==> config.mk <==
export PLATFORM = sky130hd
export DESIGN_NAME = ram_port_arbiter
export DESIGN_NICKNAME = d
export VERILOG_FILES = /design/src/rtl/ram_port_arbiter.sv
export SDC_FILE = /design/constraint.sdc
export NUM_CORES = 1
export LEC_CHECK = 0
export BUFFER_PORTS_ARGS = -buffer_cell sky130_fd_sc_hd__buf_2
export CELL_PAD_IN_SITES_DETAIL_PLACEMENT = 0
export CELL_PAD_IN_SITES_GLOBAL_PLACEMENT = 1
export CORE_MARGIN = 1
export CORE_UTILIZATION = 47
export CTS_CLUSTER_DIAMETER = 100
export DETAILED_ROUTE_END_ITERATION = 16
export PLACE_DENSITY_LB_ADDON = 0.1
export SLEW_MARGIN = 20
export SYNTH_ARGS = -nofsm -noshare
export SYNTH_HDL_FRONTEND = slang
export SYNTH_SLANG_ARGS = --single-unit
==> constraint.sdc <==
create_clock -name clk -period 5.65 [get_ports clk]
set_input_delay 0.565 -clock clk [delete_from_list [all_inputs] [get_ports clk]]
set_output_delay 0.565 -clock clk [all_outputs]
set_load 0.01 [all_outputs]
==> src/rtl/ram_port_arbiter.sv <==
// Round-robin arbiter sharing one RAM port among 8 requesters.
// Each access holds the port LATENCY cycles, then pulses ack for one cycle.
module ram_port_arbiter #(
  parameter int LATENCY = 2
) (
  input  logic       clk,
  input  logic       rst_n,
  input  logic [7:0] req,
  input  logic [7:0] we,
  output logic [2:0] sel,
  output logic [7:0] grant,
  output logic       mem_en,
  output logic       mem_we,
  output logic [7:0] ack,
  output logic       busy
);

  typedef enum logic [1:0] {IDLE, ACCESS, DONE} state_t;

  state_t     state;
  logic [3:0] cnt;
  logic [2:0] ptr;
  logic [2:0] win;
  logic [2:0] idx;
  logic       found;

  // First requester after the last winner, wrapping modulo 8.
  always_comb begin
    win   = ptr;
    idx   = ptr;
    found = 1'b0;
    for (int k = 1; k <= 8; k++) begin
      idx = ptr + 3'(k);
      if (!found && req[idx]) begin
        win   = idx;
        found = 1'b1;
      end
    end
  end

  always_ff @(posedge clk or negedge rst_n) begin
    if (!rst_n) begin
      state  <= IDLE;
      sel    <= '0;
      grant  <= '0;
      ack    <= '0;
      mem_en <= 1'b0;
      mem_we <= 1'b0;
      busy   <= 1'b0;
      cnt    <= '0;
      ptr    <= 3'd7;
    end else begin
      case (state)
        IDLE: begin
          ack <= '0;
          if (found) begin
            state  <= ACCESS;
            sel    <= win;
            grant  <= 8'b1 << win;
            mem_en <= 1'b1;
            mem_we <= we[win];
            busy   <= 1'b1;
            cnt    <= 4'(LATENCY - 1);
          end
        end
        ACCESS: begin
          if (cnt == '0) begin
            state  <= DONE;
            mem_en <= 1'b0;
            mem_we <= 1'b0;
            ack    <= grant;
            ptr    <= sel;
          end else begin
            cnt <= cnt - 4'd1;
          end
        end
        DONE: begin
          state <= IDLE;
          ack   <= '0;
          grant <= '0;
          busy  <= 1'b0;
        end
        default: state <= IDLE;
      endcase
    end
  end

endmodule

==> results.yml, run 1 <==
die:
  num_io_pins: 40
  core_mm2: 0.00472
  chipHeight_um: 71.9
  start_util_pct: 48.6
  die_area_mm2: 0.00517
  die_w_um: 71.9
  row_count: 25
routing:
  vias: 1860
  drt_iter0_drc: 113
  dr.pass1.iters: 4
  drc: 0
  ant_nets: 0
  wl_per_cell_um: 15.6
  viasPerCell: 5.52
  wirelength_um: 5250
setup_path:
  cp-end-kind: "flip-flop"
  arrival_ns: 4.20
  slowest_stage: "dfstp_2"
  crit_end: "mem_we"
  cp_cell_sequence: "inv_1 -> ha_1 -> mux4_2 -> and2_1 -> o311a_1 -> o32a_1 -> o21a_2 -> o21ai_4 -> mux2_2 -> o221ai_2"
  critPathLaunch: "ptr[0]"
  critPathMaxStageDelay_ns: 0.89
  reg2reg_from: "ptr[0]"
  rr_endpoint: "mem_we"
  cp.depth: 10
  worstPathMaxFanout: 19
  cp.required_ns: 5.85
  cp-start-kind: "flip-flop"
  r2r_slack_ns: 1.65
  critPathBufInv: 1
  reg2reg_depth: 10
  cpLargestDelayFamily: "compound AO/OA/AOI/OAI gates"
  crit_type: "reg2reg"
yosys:
  syn_nets: 254
  yosys.area_share.simple_pct: 17.7
  synth_compound_area_share_pct: 17.1
  synthDistinctLibCells: 53
  synthAdderAreaFrac_pct: 2.18
  yosysTopAreaCell: "dfrtp_1"
  yosysMostFrequentCell: "nand2_1"
  synthCells: 232
  yosys_warnings: 0
  synth_xor_area_share_pct: 3.00
  synth_top_area_share_pct: 30.5
  ys_seq_area_share_pct: 34.0
  ys_ff_latch: 31
  yosys-top-cells-area: "dfrtp_1 (31%), mux4_2 (8.8%), nand2_1 (7.0%), mux2i_1 (4.8%), dfstp_2 (3.4%)"
  synth-edff-count: 0
  synth_top_family_by_area: "multiplexers"
  syn_area_mm2: 0.00229
  ys.flop_type: "dfrtp_1"
  synthTopCellsByCount: "nand2_1 (43), dfrtp_1 (28), a21oi_1 (13), nand3_1 (13)"
  synth_mux_area_share_pct: 20.8
  async_flop_share_pct: 100
  avgSynthCellArea_um2: 9.89
sta:
  worst_pin_slew_ns: 0.686
  fin_setup_tns_ns: 0
  fin_crit_sh_pct: 70.8
  finalSetupViolations: 0
  postLayoutSetupSlackWorst_ns: 1.65
  slew-limit-headroom_pct: 54.3
  hold_violations: 0
  max_freq_mhz: 250
  rsz0062_at_grt: "no"
  fin_crit_ns: 4.00
  drv_slew: 0
  fin_skew_ns: 0.00445
clock_network:
  path_clk_slew_ns: 0.06
  cts_tree: "built"
  cts_resized: 0
  cts.sinks: 31
  clock_tree.buffer_depth: 2
  htree_levels: 2
  holdBufCountCts: 0
  root_buffer: "clkbuf_8"
  post-cts-setup-buffer-count: 0
  clkLatencyLatePin_ns: 0.28
  cts_made_buffers: 5
grt:
  antenna_found_initial: 0
  overflow: 0
  grt_max_degree: 32
  grtUsageTotal_pct: 22.5
  grt_pass1_vias: 1770
  grt_pass1_wl_um: 8860
worst_hold_path:
  min_path_type: "in2async"
final_layout:
  n_fill_cell: 448
  multi_input_area_mm2: 0.00140
  seq_area_um2: 779
  post-route-util_pct: 54.6
  areaGrowthSynthToFinish_pct: 12.4
  nets: 291
  drive_gt1_share_pct: 31.1
  antenna_cells: 0
placement:
  place.gp.congestion: 0.774
  port_buffers: 39
  dp_hpwl_um: 3840
  pre_cts_ws_ns: 1.66
flow_run:
  drv_cap: 0
run_status:
  status: "completed"
-- kinds of logic (layout without fill, tap and decap cells) --
group,Yosys count,after routing
buf+inv,21,59
simple gates,87,87
xor+xnor,4,4
flops,31,31
mux,33,33
fa+ha+maj,4,4
compound gates,52,52
-- cell type report --
| cell class | instances | share of cell area (%) |
|---|---|---|
| sequential | 31 | 30.2 |
| tap | 67 | 3.25 |
| inverter | 12 | 1.75 |
| multi-input combinational | 180 | 54.1 |
| timing repair buffer | 39 | 7.57 |
| clock buffer | 8 | 3.11 |
-- sequential cells by signal (all words and copies together) (netlist names) --
register	flops
ack	8
busy	1
cnt	4
grant	8
mem_en	1
mem_we	1
ptr	3
sel	3
state	2
-- layout by cell type, fill, tap and decap left out, types with 6 or more instances in the layout --
master	count
nand2_1	43
buf_2	39
dfrtp_1	28
a21oi_1	13
nand3_1	13
inv_1	12
nor2_1	12
mux2i_1	11
o21ai_0	10
mux4_2	9
mux2_2	6
-- worst min-delay path by stage --
stage,start,end,slack (ns),cells after the start
detailed placement,mem_en,mem_en,0.46,2
finish,rst_n,cnt[1],0.32,1
CTS,rst_n,cnt[1],0.35,1
global placement,mem_en,mem_en,0.46,2
global route,rst_n,cnt[1],0.39,1
floorplan,rst_n,ack[0],0.27,0
-- per-layer routing --
metal	part of all wire, %	global-route usage, %
met1	47	31.0
met2	49	37.1
met3	3.3	2.95
met4	1.3	7.19
met5	0	0
-- per-stage QoR --
stage,hold WS [ns],area (µm²),std cells
after global placement,0.462,2500,329
after global routing,0.388,2580,337
after CTS,0.347,2580,337
after floorplan,0.269,2290,232
final,0.322,2580,337
after detailed placement,0.462,2500,329
Power of run 1 is not shown: default switching activity piles up to over one toggle a cycle in this logic, so the estimate is an artifact.
==> run 2, diff against run 1 <==
--- a/config.mk
+++ b/config.mk
@@ -5,11 +5,12 @@
 export SDC_FILE = /design/constraint.sdc
 export NUM_CORES = 1
 export LEC_CHECK = 0
+export ABC_AREA = 1
 export BUFFER_PORTS_ARGS = -buffer_cell sky130_fd_sc_hd__buf_2
 export CELL_PAD_IN_SITES_DETAIL_PLACEMENT = 0
 export CELL_PAD_IN_SITES_GLOBAL_PLACEMENT = 1
 export CORE_MARGIN = 1
-export CORE_UTILIZATION = 47
+export CORE_UTILIZATION = 39
 export CTS_CLUSTER_DIAMETER = 100
 export DETAILED_ROUTE_END_ITERATION = 16
 export PLACE_DENSITY_LB_ADDON = 0.1
==> constraint.sdc (replaced) <==
create_clock -name clk -period 4.1 [get_ports clk]
set_input_delay 0.41 -clock clk [delete_from_list [all_inputs] [get_ports clk]]
set_output_delay 0.41 -clock clk [all_outputs]
set_load 0.01 [all_outputs]
==> run 2 against run 1 <==
  * Core utilization decreased by 7.4 points
  * Synthesized area decreased by 6.9%
  * Synthesized cell count increased by 31%
  * Sequential cell count unchanged
  * Non-clock buffer count unchanged
  * Design area decreased by 4.8%
  * Critical path type unchanged
==> results.yml, run 2 <==
setup_path:
  arrival_ns: 3.50
  cp.required_ns: 4.29
  reg2reg_from: "ptr[0]"
  critPathLaunch: "ptr[0]"
  worstPathMaxFanout: 14
  cp-end-kind: "flip-flop"
  cp-start-kind: "flip-flop"
  crit_type: "reg2reg"
yosys:
  syn_area_mm2: 0.00214
  async_flop_share_pct: 100
  ys_ff_latch: 31
  yosysMostFrequentCell: "nand2_1"
  yosysTopAreaCell: "dfrtp_1"
  syn_nets: 325
  yosys-top-cells-area: "dfrtp_1 (33%), nand2_1 (17%), nand3_1 (11%), inv_1 (6.0%), dfstp_2 (3.7%)"
  synth_top_area_share_pct: 32.8
  ys_seq_area_share_pct: 36.5
  synth-edff-count: 0
  synthDistinctLibCells: 30
  yosys_warnings: 0
  avgSynthCellArea_um2: 7.05
  synthCells: 303
  synthTopCellsByCount: "nand2_1 (98), nand3_1 (47), inv_1 (34)"
  ys.flop_type: "dfrtp_1"
placement:
  dp_hpwl_um: 4050
  place.gp.congestion: 0.996
  dp_cells: 405
  port_buffers: 39
final_layout:
  areaGrowthSynthToFinish_pct: 14.9
  layout_common_cells: "nand2_1 (98), nand3_1 (47), buf_2 (39), inv_1 (34), dfrtp_1 (28)"
  fin_cells: 413
  layout_commonest_cell: "nand2_1"
  antenna_cells: 0
  drive_gt1_share_pct: 21.9
  nets: 364
  largest_registers: "ack x8, grant x8, cnt x4"
sta:
  rsz0062_at_grt: "no"
  fin_setup_tns_ns: 0
  fin_crit_ns: 3.30
  drv_slew: 0
  hold_violations: 0
  fin_skew_ns: 0.00341
  finalSetupViolations: 0
  fin_crit_sh_pct: 80.5
  slew-limit-headroom_pct: 55.2
  worst_pin_slew_ns: 0.672
  hold_ws_ns: 0.168
  max_freq_mhz: 303
routing:
  dr.pass1.iters: 4
  drc: 0
  viasPerCell: 4.91
  drt_iter0_drc: 108
  vias: 2027
  wl_per_cell_um: 12.4
  wirelength_um: 5130
  ant_nets: 0
clock_network:
  holdBufCountCts: 0
  clock_tree.buffer_depth: 2
  cts_resized: 0
  clkLatencyLatePin_ns: 0.28
  cts_tree: "built"
  htree_levels: 2
  post-cts-setup-buffer-count: 0
  cts_made_buffers: 5
  root_buffer: "clkbuf_8"
  cts.sinks: 31
  path_clk_slew_ns: 0.06
grt:
  grtUsageTotal_pct: 19.1
  overflow: 0
  grt_max_degree: 32
  grt_pass1_wl_um: 8830
  grt_pass1_vias: 1876
  antenna_found_initial: 0
die:
  die_w_um: 76.0
  die_area_mm2: 0.00578
  num_io_pins: 40
  core_mm2: 0.00520
  row_count: 26
  start_util_pct: 41.1
  chipHeight_um: 76.0
flow_run:
  drv_cap: 0
run_status:
  status: "completed"
worst_hold_path:
  min_path_type: "in2async"
## run 2: worst max-delay path, cell delays in order, from the launching register on
cell	delay [ns]
dfstp_2	0.71
inv_2	0.17
ha_1	0.41
inv_1	0.22
nand3_1	0.15
nand3_2	0.13
nand2_4	0.09
nor2_8	0.14
nand4_4	0.10
nor2_4	0.15
nand3b_1	0.09
nand2_1	0.33
nand2_1	0.28
o22ai_1	0.22
## run 2: cells by family after synthesis
kind of cell | share of synthesized area, %
AOI/OAI and AO/OA | 7.14
xor gates and xnor gates | 1.64
adders and majority gates | 2.34
buffers and inverters | 9.43
DFF | 36.5
and+or+nand+nor | 43.0
## run 2: final timing paths
path	end	slack (ns)	depth (start not counted)
worst max-delay path	grant[2]	0.80	13
worst min-delay path	grant[6]	0.17	1
worst max register to register	grant[2]	0.80	13
worst min register to register	mem_en	0.50	2
max in group asynchronous	sel[1]	3.50	1
min in group clk	mem_en	0.50	2
## run 2: cell type report
class,instances,area (µm²)
sequential,31,779
clock inverter,1,5.00
fill,595,2750
tap,70,87.6
clock buffer,7,76.3
multi-input combinational,224,1160
timing repair buffer,39,195
inverter,41,156
## run 2: stage by stage
step	area (µm²)	utilization [%]	setup WS, ns
floorplan	2140	-	1.47
global placement	2370	45.6	0.970
detailed placement	2370	45.6	0.811
CTS	2460	47.2	0.795
global route	2460	47.2	0.472
finish	2460	47.2	0.798
## run 2: layer usage
| layer | global-route usage [%] | wire [µm] |
|---|---|---|
| met5 | 0 | 0 |
| met4 | 5.19 | 65 |
| met2 | 27.3 | 2070 |
| met1 | 29.1 | 2710 |
| met3 | 3.95 | 286 |
Power of run 2 is left out for the same reason.
==> run 3, diff against run 2 <==
==> constraint.sdc (replaced) <==
create_clock -name clk -period 3.3 [get_ports clk]
set_input_delay 0.33 -clock clk [delete_from_list [all_inputs] [get_ports clk]]
set_output_delay 0.33 -clock clk [all_outputs]
set_load 0.01 [all_outputs]
==> run 3 against run 2 <==
  * Register-to-register slack got worse by 0.42 ns
  * Fmax rose by 13%
  * Design area rose by 1.5%
  * Critical path depth did not move
  * Highest routed layer unchanged
==> results.yml, run 3 (synthesis gave the netlist of run 2 again) <==
die:
  chipHeight_um: 76.0
  core_mm2: 0.00520
  row_count: 26
  die_w_um: 76.0
  start_util_pct: 41.1
  die_area_mm2: 0.00578
  num_io_pins: 40
routing:
  dr.pass1.iters: 6
  ant_nets: 0
  wirelength_um: 5250
  drt_iter0_drc: 114
  viasPerCell: 4.83
  vias: 2005
  wl_per_cell_um: 12.6
  drc: 0
sta:
  finalSetupViolations: 0
  postLayoutSetupSlackWorst_ns: 0.380
  fin_skew_ns: 0.00578
  fin_crit_ns: 2.92
  hold_violations: 0
  hold_ws_ns: 0.0715
  slew-limit-headroom_pct: 54.5
  max_freq_mhz: 342
  fin_crit_sh_pct: 88.5
  drv_slew: 0
  fin_setup_tns_ns: 0
  rsz0062_at_grt: "no"
  worst_pin_slew_ns: 0.682
setup_path:
  cp-start-kind: "flip-flop"
  crit_type: "reg2reg"
  slowest_stage: "dfstp_2"
  reg2reg_depth: 13
  crit_top_cell: "inv_2"
  worstPathMaxFanout: 10
  cp_cell_sequence: "inv_2 -> ha_1 -> inv_2 -> nand3_1 -> nand3_2 -> nand2_4 -> nor2_8 -> nand4_4 -> nor2_4 -> nand3b_1 -> nand2_2 -> nand2_1 -> o22ai_1"
  critPathBufInv: 2
  critPathMaxStageDelay_ns: 0.66
  arrival_ns: 3.13
  cp.required_ns: 3.51
  cp-end-kind: "flip-flop"
  cpLargestDelayFamily: "simple AND/OR/NAND/NOR gates"
  cp.depth: 13
run_status:
  status: "completed"
final_layout:
  layout_common_cells: "nand2_1 (97), nand3_1 (47), buf_2 (39), inv_1 (33), dfrtp_1 (28)"
  antenna_cells: 0
  nets: 366
  largest_registers: "ack x8, grant x8, cnt x4"
  areaGrowthSynthToFinish_pct: 16.6
  drive_gt1_share_pct: 23.2
  layout_commonest_cell: "nand2_1"
placement:
  pre_cts_ws_ns: 0.153
  dp_hpwl_um: 4090
  port_buffers: 39
  place.gp.congestion: 0.913
clock_network:
  clock_tree.buffer_depth: 2
  htree_levels: 2
  cts_made_buffers: 5
  clkLatencyLatePin_ns: 0.29
  cts.sinks: 31
  post-cts-setup-buffer-count: 0
  cts_resized: 0
  path_clk_slew_ns: 0.07
  cts_tree: "built"
  holdBufCountCts: 0
  root_buffer: "clkbuf_8"
grt:
  grt_pass1_vias: 2029
  grtUsageTotal_pct: 20.6
  overflow: 0
  grt_max_degree: 32
  antenna_found_initial: 0
  grt_pass1_wl_um: 9530
flow_run:
  drv_cap: 0
worst_hold_path:
  min_path_type: "in2async"
## run 3: final cells by class
cell class,instances,area (µm²)
sequential,31,779
fill,577,2710
timing repair buffer,41,210
inverter,41,156
tap,70,87.6
multi-input combinational,224,1160
clock buffer,8,100
## run 3: path summary, 6_finish.rpt
path | startpoint | endpoint | slack, ns
setup / recovery | ptr[1] | grant[4] | 0.38
hold / removal | rst_n | ack[7] | 0.07
setup reg to reg | ptr[1] | grant[4] | 0.38
hold reg to reg | mem_en | mem_en | 0.49
max in group asynchronous | rst_n | sel[1] | 2.78
min in group clk | we[6] | mem_we | 0.44
## run 3: metal layers
layer	vias to the layer above	global-route usage, %	wire length [µm]
met3	7	3.95	287
met5	-	0	0
li1	1056	-	-
met4	0	7.31	66
met2	51	30.4	2150
met1	891	30.1	2740
## run 3: through the flow
stage                     cells  area (µm²)  util, %
after global routing        415        2490     47.9
final                       415        2490     47.9
after detailed placement    407        2390     45.9
after global placement      407        2390     45.9
after floorplan             303        2140        -
after CTS                   415        2490     47.8
Power of run 3 is left out for the same reason.
